`src/rtl/audio_rec_pkg.sv`:
```
// Constants and state encoding shared by the song record and playback paths.
package audio_rec_pkg;

    typedef enum logic [1:0] {
        StIdle    = 2'd0,
        StCapture = 2'd1,
        StDone    = 2'd2
    } state_e;

    localparam int unsigned SONG_DEPTH    = 633868;
    localparam int unsigned SONG_SAMPLE_W = 6;

endpackage

```
`src/rtl/audio_sample_quantizer.sv`:
```
// Mixes a signed stereo pair to mono and keeps the top SAMPLE_W bits as offset binary.
module audio_sample_quantizer #(
    parameter int unsigned SAMPLE_W = 6
) (
    input  logic [31:0]         left,
    input  logic [31:0]         right,
    output logic [SAMPLE_W-1:0] q
);

    logic signed [32:0]   sum;
    logic [SAMPLE_W-1:0]  top;

    always_comb begin
        sum = {left[31], left} + {right[31], right};
        top = SAMPLE_W'(sum >>> (33 - SAMPLE_W));
        // Flipping the sign bit turns two's complement into offset binary.
        q   = {~top[SAMPLE_W-1], top[SAMPLE_W-2:0]};
    end

endmodule

```
`src/rtl/audio_sample_recorder.sv`:
```
// Pops stereo samples from the audio input FIFO and writes quantized mono words
// sequentially into the song RAM, one take at a time.
module audio_sample_recorder
    import audio_rec_pkg::*;
#(
    parameter int unsigned ADDR_W   = 20,
    parameter int unsigned DEPTH    = SONG_DEPTH,
    parameter int unsigned SAMPLE_W = SONG_SAMPLE_W,
    parameter int unsigned DECIM    = 1
) (
    input  logic                CLOCK_50,
    input  logic                resetn,
    input  logic                start,
    input  logic                stop,
    input  logic                audio_in_available,
    input  logic [31:0]         left_channel_audio_in,
    input  logic [31:0]         right_channel_audio_in,
    output logic                read_audio_in,
    output logic [ADDR_W-1:0]   ram_addr,
    output logic [SAMPLE_W-1:0] ram_data,
    output logic                ram_wren,
    output logic                busy,
    output logic                done,
    output logic [ADDR_W-1:0]   sample_count
);

    localparam int unsigned        CNT_W      = (DECIM > 1) ? $clog2(DECIM) : 1;
    localparam logic [ADDR_W-1:0]  LAST_ADDR  = ADDR_W'(DEPTH - 1);
    localparam logic [CNT_W-1:0]   DECIM_LAST = CNT_W'(DECIM - 1);

    state_e              state;
    logic [CNT_W-1:0]    decim_cnt;
    logic [SAMPLE_W-1:0] q;
    logic                accept;
    logic                full;
    logic                mark;

    audio_sample_quantizer #(
        .SAMPLE_W (SAMPLE_W)
    ) u_quant (
        .left  (left_channel_audio_in),
        .right (right_channel_audio_in),
        .q     (q)
    );

    always_comb begin
        accept = audio_in_available && !read_audio_in;
        full   = ram_wren && (ram_addr == LAST_ADDR);
        // A start/stop/full cycle never marks; the take is being reset or closed.
        mark   = accept && (state == StCapture) && (decim_cnt == '0)
                 && !start && !stop && !full;
    end

    always_ff @(posedge CLOCK_50 or negedge resetn) begin
        if (!resetn) begin
            state         <= StIdle;
            read_audio_in <= 1'b0;
            ram_wren      <= 1'b0;
            ram_addr      <= '0;
            ram_data      <= '0;
            busy          <= 1'b0;
            done          <= 1'b0;
            sample_count  <= '0;
            decim_cnt     <= '0;
        end else begin
            read_audio_in <= accept;
            ram_wren      <= mark;
            if (mark) begin
                ram_addr <= sample_count;
                ram_data <= q;
            end

            if (accept && state == StCapture) begin
                decim_cnt <= (decim_cnt == DECIM_LAST) ? '0 : decim_cnt + CNT_W'(1);
            end

            if (start) begin
                sample_count <= '0;
            end else if (ram_wren) begin
                sample_count <= sample_count + ADDR_W'(1);
            end

            if (start) begin
                state     <= StCapture;
                decim_cnt <= '0;
                busy      <= 1'b1;
                done      <= 1'b0;
            end else if (state == StCapture && (stop || full)) begin
                state <= StDone;
                busy  <= 1'b0;
                done  <= 1'b1;
            end
        end
    end

endmodule

```
`config.mk`:
```
export PLATFORM = sky130hd
export DESIGN_NAME = audio_sample_recorder
export DESIGN_NICKNAME = d
export VERILOG_FILES = /design/src/rtl/audio_rec_pkg.sv /design/src/rtl/audio_sample_quantizer.sv /design/src/rtl/audio_sample_recorder.sv
export SDC_FILE = /design/constraint.sdc
export NUM_CORES = 1
export LEC_CHECK = 0
export CORE_UTILIZATION = 41
export DETAILED_ROUTE_END_ITERATION = 7
export PLACE_DENSITY = 0.77
export SYNTH_ARGS = -nofsm -noshare
export SYNTH_HDL_FRONTEND = slang
export SYNTH_SLANG_ARGS = --single-unit
export TNS_END_PERCENT = 20
```
`constraint.sdc`:
```
create_clock -name CLOCK_50 -period 2.15 [get_ports CLOCK_50]
set_input_delay 0.215 -clock CLOCK_50 [delete_from_list [all_inputs] [get_ports CLOCK_50]]
set_output_delay 0.215 -clock CLOCK_50 [all_outputs]
set_load 0.05 [all_outputs]
```
==> summary.md, run 1 <==
| Metric | Value |
|---|---|
| Worst-path clk slew | `0.09 ns` |
| Leakage power | `2.39 nW` |
| CP max FO | `5` |
| CTS Buf Count | `5` |
| DP Area | `0.00498 mm²` |
| Crit end category | `register` |
| Root buffer selected by CTS | `clkbuf_8` |
| Number of instances in the placed design | `around 650` |
| Power, Total | `between 0.002 and 0.0025 W` |
| Failing checks | `setup timing` |
| Initial antenna violation count | `0` |
| Max-cap violations | `0` |
| Worst Hold Class | `input port to asynchronous set/reset pin` |
| Port bufs | `118` |
| Deepest level of the CTS H-tree | `2` |
| Total die area | `0.00833 mm²` |
| Ports | `119` |
| Row cnt | `32` |
| Post-synth top flop | `dfrtp_1` |
| Worst Slack Setup Final | `-0.104 ns` |
| Design Area, Final | `0.00514 mm²` |
| Fmax | `444 MHz` |
| Chip height | `91.3 µm` |
| DRC | `0` |
| Hpwl dp | `7600 µm` |
| Dpl ws | `-0.450 ns` |
| Clock Skew | `0.0128 ns` |
| Post-synth EDFFs | `0` |
| Critical setup path kind | `register to register` |
| Post-route minimum period | `roughly 2.3 ns` |
| Final GP Congestion | `0.875` |
| Die X | `~91 µm` |
| Syn Inst Count | `roughly 380` |
| Synthesis Warnings | `0` |
| ANT cells | `0` |
| Clk sink count | `50` |
| Power Density | `around 470 mW/mm²` |
| Fin crit share | `105%` |
| First-pass GRT wire length | `between 15,000 and 20,000 µm` |
| Status | `finished, violations left` |
| Vias in the first global route | `about 3,400` |
| VDD IR max | `approximately 0.27 mV` |
| Vias per std cell | `5.21` |
| CORE AREA | `0.00773 mm²` |
| Worst-margin pin slew | `approximately 0.55 ns` |
| RSZ-0062 raised after global routing | `yes` |
| Final #Nets | `656` |
| Slew Limit Fails | `0` |
| Antenna-violating nets left | `0` |
| Arr. time, crit path | `2.45 ns` |
| GRT Total Usage | `approximately 23%` |
| Total grt overflow | `0` |
| # fillers | `637` |
| Via count | `about 3,400` |
| Number of synthesized register bits | `50` |
| WP data required | `2.35 ns` |
| CTS tree | `done` |
| Mapped Area | `0.00327 mm²` |
| Commonest non-fill, non-tap cell in the layout | `clkdlybuf4s50_1` |
| Syn nets | `479` |
| Relative slew margins | `63.1%` |
| Synth unique cells | `50` |
| Starting Density | `42.3%` |
| FFs w/ async S/R, synth | `100%` |
| Maximum number of pins on one net before global-route repair | `22` |
| Mean post-synth cell area | `8.65 µm²` |
| Synthesis-to-finish area growth | `57.2%` |
| Post-Route WL | `9230 µm` |
| Clock latency at the later pin of the worst-skew pair | `between 0.3 and 0.4 ns` |
| Drt first pass iters | `5` |
| Seq/Total Area, Yosys | `a little under two fifths` |
| DR WL/cell | `around 14 µm` |
| Setup TNS | `-0.203 ns` |
| Critical Path Start Type | `register` |
| Most frequent cells in the layout | `clkdlybuf4s50_1 (117), nand2_1 (86), buf_4 (60), dfrtp_1 (41), ha_1 (32)` |
| Post-Layout Cell Count | `roughly 660` |
| Endpoints failing setup | `2` |
| Share of cells above drive strength 1 | `16.9%` |
| DRT iter0 DRCs | `148` |
| CTS max path bufs | `2` |
| Final count of hold timing violations | `0` |
==> cells by family (layout without fill, tap and decap cells) <==
group,count (synthesis),after routing,synth area share (%)
compound gates,86,86,17.0
xor+xnor,20,20,5.36
fa+ha+maj,32,32,12.2
buf+inv,20,198,2.76
flops,50,50,38.3
mux,1,1,0.306
simple gates,169,169,24.1
==> layer usage <==
metal	GRT usage, %	vias up	part of all wire [%]
li1	-	1708	-
met5	0	-	0
met4	6.35	0	1.6
met1	28.8	1587	44
met2	40.3	121	50
met3	4.44	13	5.0
==> cell type report <==
type	instances	area, µm²	area share, %
multi-input combinational	308	1970	38.4
clock inverter	2	15.0	0.292
inverter	10	40.0	0.779
sequential	50	1260	24.6
clock buffer	6	72.6	1.41
timing repair buffer	180	1650	32.1
tap	102	128	2.48
==> cells in the mapped netlist (all sizes together) (2+ instances only) <==
cell / number / area share, %
buf: 5 / 0.96
and2: 4 / 0.77
nand2: 86 / 9.9
xnor2: 6 / 1.6
o21ai: 17 / 2.6
dfrtp: 50 / 38
inv: 10 / 1.2
nand3b: 2 / 0.57
nand4: 11 / 2.1
xor2: 14 / 3.8
o221ai: 3 / 0.80
o21a: 3 / 0.69
a21oi: 28 / 4.3
nor4: 2 / 0.38
a31oi: 2 / 0.38
and3: 5 / 0.96
ha: 32 / 12
a211oi: 4 / 0.92
nand3: 9 / 1.4
or4: 2 / 0.46
clkbuf: 5 / 0.57
and4: 5 / 1.3
a21o: 12 / 2.8
nor2: 29 / 3.3
o31ai: 2 / 0.46
o2111ai: 4 / 1.1
nor3: 4 / 0.61
o211ai: 2 / 0.46
nand2b: 2 / 0.38
==> per-stage QoR <==
step | hold slack (ns) | util (%)
after floorplan | -0.0806 | -
after global placement | 0.186 | 64.5
after detailed placement | 0.193 | 64.5
after CTS | 0.396 | 66.3
after global routing | 0.425 | 66.5
final | 0.385 | 66.5
==> power by group <==
group	total [W]	leakage, nW	internal, W	switching, W
combinational	0.000873	1.68	0.000405	0.000468
sequential	0.00102	0.668	0.000987	0.0000317
clock	0.000537	0.0374	0.000230	0.000308
==> flip-flops by register name, summed over array words and instances, names as in the netlist <==
name and cells:
done 1, ram_addr 20, sample_count 20, ram_data 6, state 1, ram_wren 1, read_audio_in 1
==> final timing paths <==
kind                              from      endpoint  slack (ns)  cells after the start
min reg2reg                ram_data[5]   ram_data[5]        0.49                      2
min                             resetn  ram_addr[17]        0.38                      2
max                        ram_addr[4]   ram_data[4]       -0.10                      9
max in group asynchronous       resetn   ram_addr[7]        1.14                      3
min in group CLOCK_50      ram_data[5]   ram_data[5]        0.49                      2
max reg2reg                ram_addr[4]   ram_data[4]       -0.10                      9
==> critical path, cell delays in order, from the launching register on <==
cell and delay, ns:
dfrtp_2 0.42, or4_4 0.54, nor4_2 0.15, a41o_1 0.27
or4_4 0.20, inv_4 0.05, buf_4 0.13, nand4_1 0.08
a22oi_1 0.09, a31o_2 0.22
==> what timing repair did <==
action / 4_1_cts / 5_1_grt
gates resized for setup: 8 / 8
setup buffers: 1 / 0
hold buffers: 1 / 0
gates cloned: 0 / 0
hold endpoints to repair: 19 / 0
endpoints found under the setup margin: 26 / 9
pin swaps: 3 / 7
Note: power is estimated with default switching activity, not from simulation.
==> inputs of run 2 (changes only) <==
==> constraint.sdc (replaced) <==
create_clock -name CLOCK_50 -period 2.15 [get_ports CLOCK_50]
set_input_delay 0.3225 -clock CLOCK_50 [delete_from_list [all_inputs] [get_ports CLOCK_50]]
set_output_delay 0.3225 -clock CLOCK_50 [all_outputs]
set_load 0.05 [all_outputs]
==> run 2 against run 1 <==
The flow still finishes with violations (setup timing). Cell area is 5.8% higher. Cell count increased by 1.5%. Sequential power hardly changed. Critical path depth is 1 higher. Largest cell class unchanged.
==> summary.md, run 2 (synthesis results as in run 1) <==
| Metric | Value |
|---|---|
| Slew Limit Fails | `0 (unchanged)` |
| Share of cells above drive strength 1 | `22.1% (+5.2 points)` |
| Hold_ws | `0.0349 ns (-0.350 ns)` |
| Starting Density | `42.3% (unchanged)` |
| CTS Buf Count | `5 (unchanged)` |
| Power share of the clock group | `25.0% (+2.9 points)` |
| Total die area | `0.00833 mm² (unchanged)` |
| Fmax | `441 MHz (-0.59%)` |
| Die X | `91.3 µm (unchanged)` |
| Leakage power | `2.51 nW (+5.3%)` |
| ANT cells | `0 (unchanged)` |
| Logic pwr share | `36.0% (about the same)` |
| Power, Total | `0.00261 W (+7.6%)` |
| Via count | `3,584 (+4.5%)` |
| Vias in the first global route | `3,452 (+2.2%)` |
| Worst Reg2Reg Path Length in Cells | `8 (-1)` |
| Max-cap violations | `0 (unchanged)` |
| Net Sw Frac | `32.0% (-1.2 points)` |
| Maximum number of pins on one net before global-route repair | `29 (+32%)` |
| First-pass GRT wire length | `15,500 µm (-0.35%)` |
| Row cnt | `32 (unchanged)` |
| Post-Route WL | `9730 µm (+5.4%)` |
| Failing checks | `setup timing` |
| Worst-path clk slew | `0.09 ns (about the same)` |
| Endpoints failing setup | `18 (+16)` |
| Clk sink count | `50 (unchanged)` |
| DR WL/cell | `14.6 µm (+3.8%)` |
| Ports | `119 (unchanged)` |
| Relative slew margins | `57.3% (-5.8 points)` |
| Top delay family on crit path | `simple AND/OR/NAND/NOR gates` |
| Most frequent cells in the layout | `clkdlybuf4s50_1 (112), nand2_1 (84), buf_4 (70), dfrtp_1 (41), nor2_1 (28)` |
| Flop pwr share | `38.9% (-3.0 points)` |
| Total grt overflow | `0 (unchanged)` |
| Final #Nets | `666 (+1.5%)` |
| Top Registers | `ram_addr (20), sample_count (20), ram_data (6)` |
| Top cell by count, worst path | `nand4_1` |
| Switch Pwr | `0.000837 W (+3.6%)` |
| Final count of hold timing violations | `0 (unchanged)` |
| Dpl ws | `-0.604 ns (-0.155 ns)` |
| DRC | `0 (unchanged)` |
| # fillers | `586 (-8.0%)` |
| Slowest cell on crit path | `clkdlybuf4s50_1` |
| VDD IR max | `0.280 mV (+3.5%)` |
| Crit Reg-Reg Startpoint | `ram_addr[4]` |
| Initial antenna violation count | `0 (unchanged)` |
| Vias per std cell | `5.37 (+3.0%)` |
| DP Area | `0.00501 mm² (+0.60%)` |
| Clock latency at the later pin of the worst-skew pair | `0.30 ns (about the same)` |
| RSZ-0062 raised after global routing | `yes` |
| CTS max path bufs | `2 (unchanged)` |
| Root buffer selected by CTS | `clkbuf_8` |
| CP Cell Sequence | `clkdlybuf4s50_1 > ha_4 > and4_4 > and3_4 > nand4_1 > buf_4 > nor2_1 > a21oi_2 > nand4_1 > or3b_1` |
| Arr. time, crit path | `2.45 ns (about the same)` |
| Chip height | `91.3 µm (unchanged)` |
| WP data required | `2.34 ns (about the same)` |
| Hold_buf cts | `0 (-1)` |
| Synthesis-to-finish area growth | `66.3%` |
| Design Area, Final | `0.00544 mm² (+5.8%)` |
| Deepest level of the CTS H-tree | `2 (unchanged)` |
| Clock Skew | `0.00908 ns (-0.00372 ns)` |
| Post-route minimum period | `2.27 ns (+0.0133 ns)` |
| Commonest non-fill, non-tap cell in the layout | `clkdlybuf4s50_1` |
| Buf/Inv on CP | `2 (unchanged)` |
| Antenna-violating nets left | `0 (unchanged)` |
| CTS tree | `done` |
| Worst-margin pin slew | `0.640 ns (+0.0885 ns)` |
| DRT iter0 DRCs | `165 (+11%)` |
| Drt first pass iters | `4 (-1)` |
| Register-to-register setup slack | `-0.11 ns (about the same)` |
| Status | `finished, violations left` |
| Internal power | `0.00178 W (+9.5%)` |
| Fin crit share | `105% (+0.62 points)` |
| Critical Path Start Type | `input port` |
| Final GP Congestion | `0.908 (+3.7%)` |
| Util after Layout | `70.4% (+3.9 points)` |
| CP max FO | `3 (-2)` |
| Port bufs | `118 (unchanged)` |
| GRT Total Usage | `22.8% (-0.20 points)` |
| Worst Slack Setup Final | `-0.117 ns (-0.0133 ns)` |
| Critical setup path kind | `input port to register` |
| Reg2reg end | `ram_data[2]` |
| CORE AREA | `0.00773 mm² (unchanged)` |
| Crit end category | `register` |
| Hpwl dp | `7390 µm (-2.8%)` |
| Worst Hold Class | `input port to asynchronous set/reset pin` |
| Crit-path max cell delay | `0.45 ns (-0.09 ns)` |
| Power Density | `481 mW/mm² (+1.7%)` |
-- run 2: cell types whose count changed in the layout (fill, tap and decap cells not counted), moves of 2 or more --
cell	delta
a21oi_1	-2
buf_4	+10
ha_4	+7
nand2_2	+2
a21oi_2	+2
clkdlybuf4s50_1	-5
dlymetal6s2s_1	+5
nand2_1	-2
clkinvlp_4	-2
ha_1	-7
-- run 2: through the flow --
step | TNS [ns] | instances
after floorplan | -1.64 | 378
after global placement | -4.55 | 652
after detailed placement | -6.02 | 652
after CTS | -1.22 | 664
after global routing | -2.43 | 668
final | -0.382 | 668
-- run 2: layout make-up --
cell class / count / area, µm² / area share [%]
clock buffer: 5 / 68.8 / 1.27
clock inverter: 3 / 43.8 / 0.805
inverter: 10 / 40.0 / 0.736
multi-input combinational: 308 / 2150 / 39.5
sequential: 50 / 1260 / 23.2
tap: 102 / 128 / 2.35
timing repair buffer: 190 / 1750 / 32.1
-- run 2: routing by layer --
layer / part of all wire (%) / vias to the layer above / track usage, %
met5: 0 / - / 0
met4: 1.5 / 0 / 7.14
met3: 4.7 / 20 / 3.60
met2: 51 / 122 / 40.2
met1: 43 / 1712 / 28.5
li1: - / 1730 / -
-- run 2: timing repair --
action | 4_1_cts | 5_1_grt
cloned | 0 | 0
setup buffers | 4 | 4
pin swaps | 12 | 26
endpoints found under the setup margin | 27 | 28
resized for setup | 14 | 33
-- run 2: how the worst max path moves through the flow --
stage                                           from           to  slack [ns]  cells after the start
after global routing                     ram_addr[4]  ram_data[2]       -0.19                      8
after global placement      left_channel_audio_in[4]  ram_data[2]       -0.49                      9
after detailed placement    left_channel_audio_in[4]  ram_data[2]       -0.60                      9
after CTS                                ram_addr[9]  ram_data[2]       -0.16                      8
after floorplan                          ram_addr[4]  ram_data[2]       -0.16                      9
final                     right_channel_audio_in[20]  ram_data[2]       -0.12                     10
-- run 2: worst register-to-register path, cell delays in order (launching register included) --
cell      delay, ns
dfrtp_2        0.41
or4_4          0.55
nor4_4         0.16
a41o_1         0.28
or4_4          0.20
inv_4          0.05
nand3b_2       0.06
o311ai_1       0.08
or3b_1         0.35
-- run 2: power groups by stage --
stage | Clock, W | Sequential, W | Combinational (W)
after floorplan | 0 | 0.00120 | 0.000288
after global placement | 0 | 0.00104 | 0.000834
after detailed placement | 0 | 0.00104 | 0.000851
after CTS | 0.000668 | 0.00102 | 0.000870
after global routing | 0.000696 | 0.00103 | 0.00101
final | 0.000654 | 0.00102 | 0.000941
==> inputs of run 3 (changes only) <==
--- a/config.mk
+++ b/config.mk
@@ -5,6 +5,7 @@
 export SDC_FILE = /design/constraint.sdc
 export NUM_CORES = 1
 export LEC_CHECK = 0
+export CORE_MARGIN = 4
 export CORE_UTILIZATION = 41
 export DETAILED_ROUTE_END_ITERATION = 7
 export PLACE_DENSITY = 0.77
==> run 3 against run 2 <==
The flow still finishes with violations (setup timing). Clock skew grew 0.0055 ns. Utilization shrank 0.79 points. First-iteration DRC count shrank 30%. Clock power shrank 15%. Cell area shrank 1.1%. Clock-buffer cell count is the same. Via count shrank 2.3%. Routed wire length grew 1.0%. Worst setup slack lost 0.015 ns. Flip-flop and latch count is the same. Fmax shrank 0.68%. Critical path type unchanged. Largest power group unchanged. Highest routed layer unchanged.
==> summary.md, run 3 (synthesis results as in run 1) <==
| Metric | Value |
|---|---|
| Status | `finished, violations left` |
| Failing checks | `setup timing` |
| ANT cells | `0 (unchanged)` |
| Final #Nets | `661 (-0.75%)` |
| Buf/Inv on CP | `1 (-1)` |
| Starting Density | `42.3% (unchanged)` |
| Synthesis-to-finish area growth | `64.4%` |
| Slowest cell on crit path | `clkdlybuf4s50_1` |
| Via count | `3,500 (-2.3%)` |
| Share of cells above drive strength 1 | `22.5% (+0.38 points)` |
| First-pass GRT wire length | `15,600 µm (+0.98%)` |
| CP Cell Sequence | `clkdlybuf4s50_1 > ha_1 > a21o_1 > a21o_1 > a21oi_1 > o21ai_0 > a21oi_2 > o311ai_1 > or3b_1` |
| Die X | `97.3 µm (+6.6%)` |
| Vias per std cell | `5.28 (-1.6%)` |
| Chip height | `97.3 µm (+6.6%)` |
| DR WL met3 | `685 µm (+51%)` |
| Critical Path Start Type | `input port` |
| Worst-path clk slew | `0.09 ns (about the same)` |
| RSZ-0062 raised after global routing | `yes` |
| GRT Total Usage | `19.4% (-3.4 points)` |
| Fmax | `438 MHz (-0.68%)` |
| Top Registers | `ram_addr (20), sample_count (20), ram_data (6)` |
| CORE AREA | `0.00773 mm² (unchanged)` |
| Design Area, Final | `0.00538 mm² (-1.1%)` |
| Clk sink count | `50 (unchanged)` |
| Met2 WL | `5040 µm (+1.7%)` |
| Deepest level of the CTS H-tree | `2 (unchanged)` |
| CTS Buf Count | `5 (unchanged)` |
| Initial antenna violation count | `0 (unchanged)` |
| Footprint of the multi-input gates | `0.00216 mm² (+0.29%)` |
| CP max FO | `2 (-1)` |
| Arr. time, crit path | `2.48 ns (+0.03 ns)` |
| Crit end category | `register` |
| Worst-margin pin slew | `0.616 ns (-0.0246 ns)` |
| Maximum number of pins on one net before global-route repair | `51 (+76%)` |
| Post-Route WL | `9830 µm (+1.0%)` |
| Crit-path max cell delay | `0.41 ns (-0.04 ns)` |
| CTS max path bufs | `2 (unchanged)` |
| Slew Limit Fails | `0 (unchanged)` |
| Vias in the first global route | `3,438 (-0.41%)` |
| Clock Skew | `0.0146 ns (+0.00554 ns)` |
| Power, Total | `0.00251 W (-4.0%)` |
| Ports | `119 (unchanged)` |
| Post-route minimum period | `2.28 ns (+0.0154 ns)` |
| Worst Slack Setup Final | `-0.133 ns (-0.0154 ns)` |
| Total grt overflow | `0 (unchanged)` |
| Final GP Congestion | `0.915 (+0.83%)` |
| Top cell by count, worst path | `a21o_1` |
| DRC | `0 (unchanged)` |
| CTS tree | `done` |
| DR WL/cell | `14.8 µm (+1.8%)` |
| Final count of hold timing violations | `0 (unchanged)` |
| DP Area | `0.00502 mm² (+0.15%)` |
| # fillers | `578 (-1.4%)` |
| Clock latency at the later pin of the worst-skew pair | `0.31 ns (about the same)` |
| Row cnt | `32 (unchanged)` |
| Total die area | `0.00947 mm² (+14%)` |
| Power Density | `467 mW/mm² (-2.9%)` |
| Port bufs | `118 (unchanged)` |
| Worst Hold Class | `input port to asynchronous set/reset pin` |
| Root buffer selected by CTS | `clkbuf_8` |
| Commonest non-fill, non-tap cell in the layout | `clkdlybuf4s50_1` |
| Drt first pass iters | `4 (unchanged)` |
| Hold_buf cts | `0 (unchanged)` |
| Fin crit share | `106% (+0.72 points)` |
| Metal-1 WL | `3930 µm (-5.8%)` |
| Max-cap violations | `0 (unchanged)` |
| DRT iter0 DRCs | `115 (-30%)` |
| Highest metal used | `met4` |
| Antenna-violating nets left | `0 (unchanged)` |
| Register area | `0.00126 mm² (unchanged)` |
| Relative slew margins | `59.0% (+1.6 points)` |
| VDD IR max | `0.244 mV (-13%)` |
| Top delay family on crit path | `compound AO/OA/AOI/OAI gates` |
| Hpwl dp | `7750 µm (+4.9%)` |
| Leakage power | `2.48 nW (-1.2%)` |
| WP data required | `2.34 ns (about the same)` |
| Critical setup path kind | `input port to register` |
| Most frequent cells in the layout | `clkdlybuf4s50_1 (111), nand2_1 (86), buf_4 (66), dfrtp_1 (41), nor2_1 (28)` |
| Endpoints failing setup | `2 (-16)` |
-- run 3: cell types whose count changed in the layout (fill, tap and decap cells not counted), moves of 2 or more --
| cell | delta |
|---|---|
| o21ai_2 | +3 |
| o21ai_0 | -3 |
| buf_4 | -4 |
| a21oi_2 | +4 |
| clkinvlp_4 | +2 |
| nand2_2 | -2 |
| nand2_1 | +2 |
| a21oi_1 | -4 |
-- run 3: area by class of cell --
cell class	count	area share (%)
Multi-Input combinational cell	308	40.1
Clock inverter	3	0.442
Clock buffer	5	1.28
Timing Repair Buffer	185	31.6
Sequential cell	50	23.5
Inverter	10	0.745
Tap cell	102	2.37
-- run 3: worst paths after layout --
check | startpoint | endpoint | slack [ns] | depth (start not counted)
max | left_channel_audio_in[8] | ram_data[2] | -0.13 | 9
min | resetn | ram_addr[15] | 0.10 | 2
max reg2reg | ram_addr[4] | ram_data[2] | -0.11 | 8
min reg2reg | ram_data[3] | ram_data[3] | 0.48 | 2
max in group asynchronous | resetn | ram_addr[17] | 1.60 | 2
min in group CLOCK_50 | ram_data[3] | ram_data[3] | 0.48 | 2
-- run 3: worst register-to-register path, stage by stage (launching register included) --
cell      delay, ns
dfrtp_2        0.42
or4_4          0.55
nor4_4         0.15
a41o_1         0.27
or4_4          0.21
inv_4          0.05
nand3b_2       0.06
o311ai_1       0.08
or3b_1         0.35
-- run 3: what timing repair did --
item                       CTS  global route
setup endpoints to repair   27            26
pin swaps                   10            43
resized for setup            9            44
buffers inserted             1             1
cloned                       0             0
-- run 3: through the flow --
stage	TNS, ns	hold WS [ns]	util (%)	std cells	worst slack [ns]
final	-0.228	0.105	69.6	663	-0.133
after global routing	-1.38	0.158	69.6	663	-0.235
after CTS	-0.313	0.130	66.8	662	-0.149
after detailed placement	-5.16	0.465	65.0	653	-0.539
after global placement	-3.98	0.460	65.0	653	-0.507
after floorplan	-1.64	0.0269	-	378	-0.161
-- run 3: per-layer routing --
metal,track usage (%),up-vias
met1,22.9,1631
li1,-,1714
met5,0,-
met4,4.69,0
met3,4.67,13
met2,35.3,142
-- run 3: where the power goes --
group	switching (W)	internal, W	total [W]
combinational	0.000499	0.000437	0.000936
clock	0.000323	0.000233	0.000556
sequential	0.0000306	0.000987	0.00102
total	0.000853	0.00166	0.00251
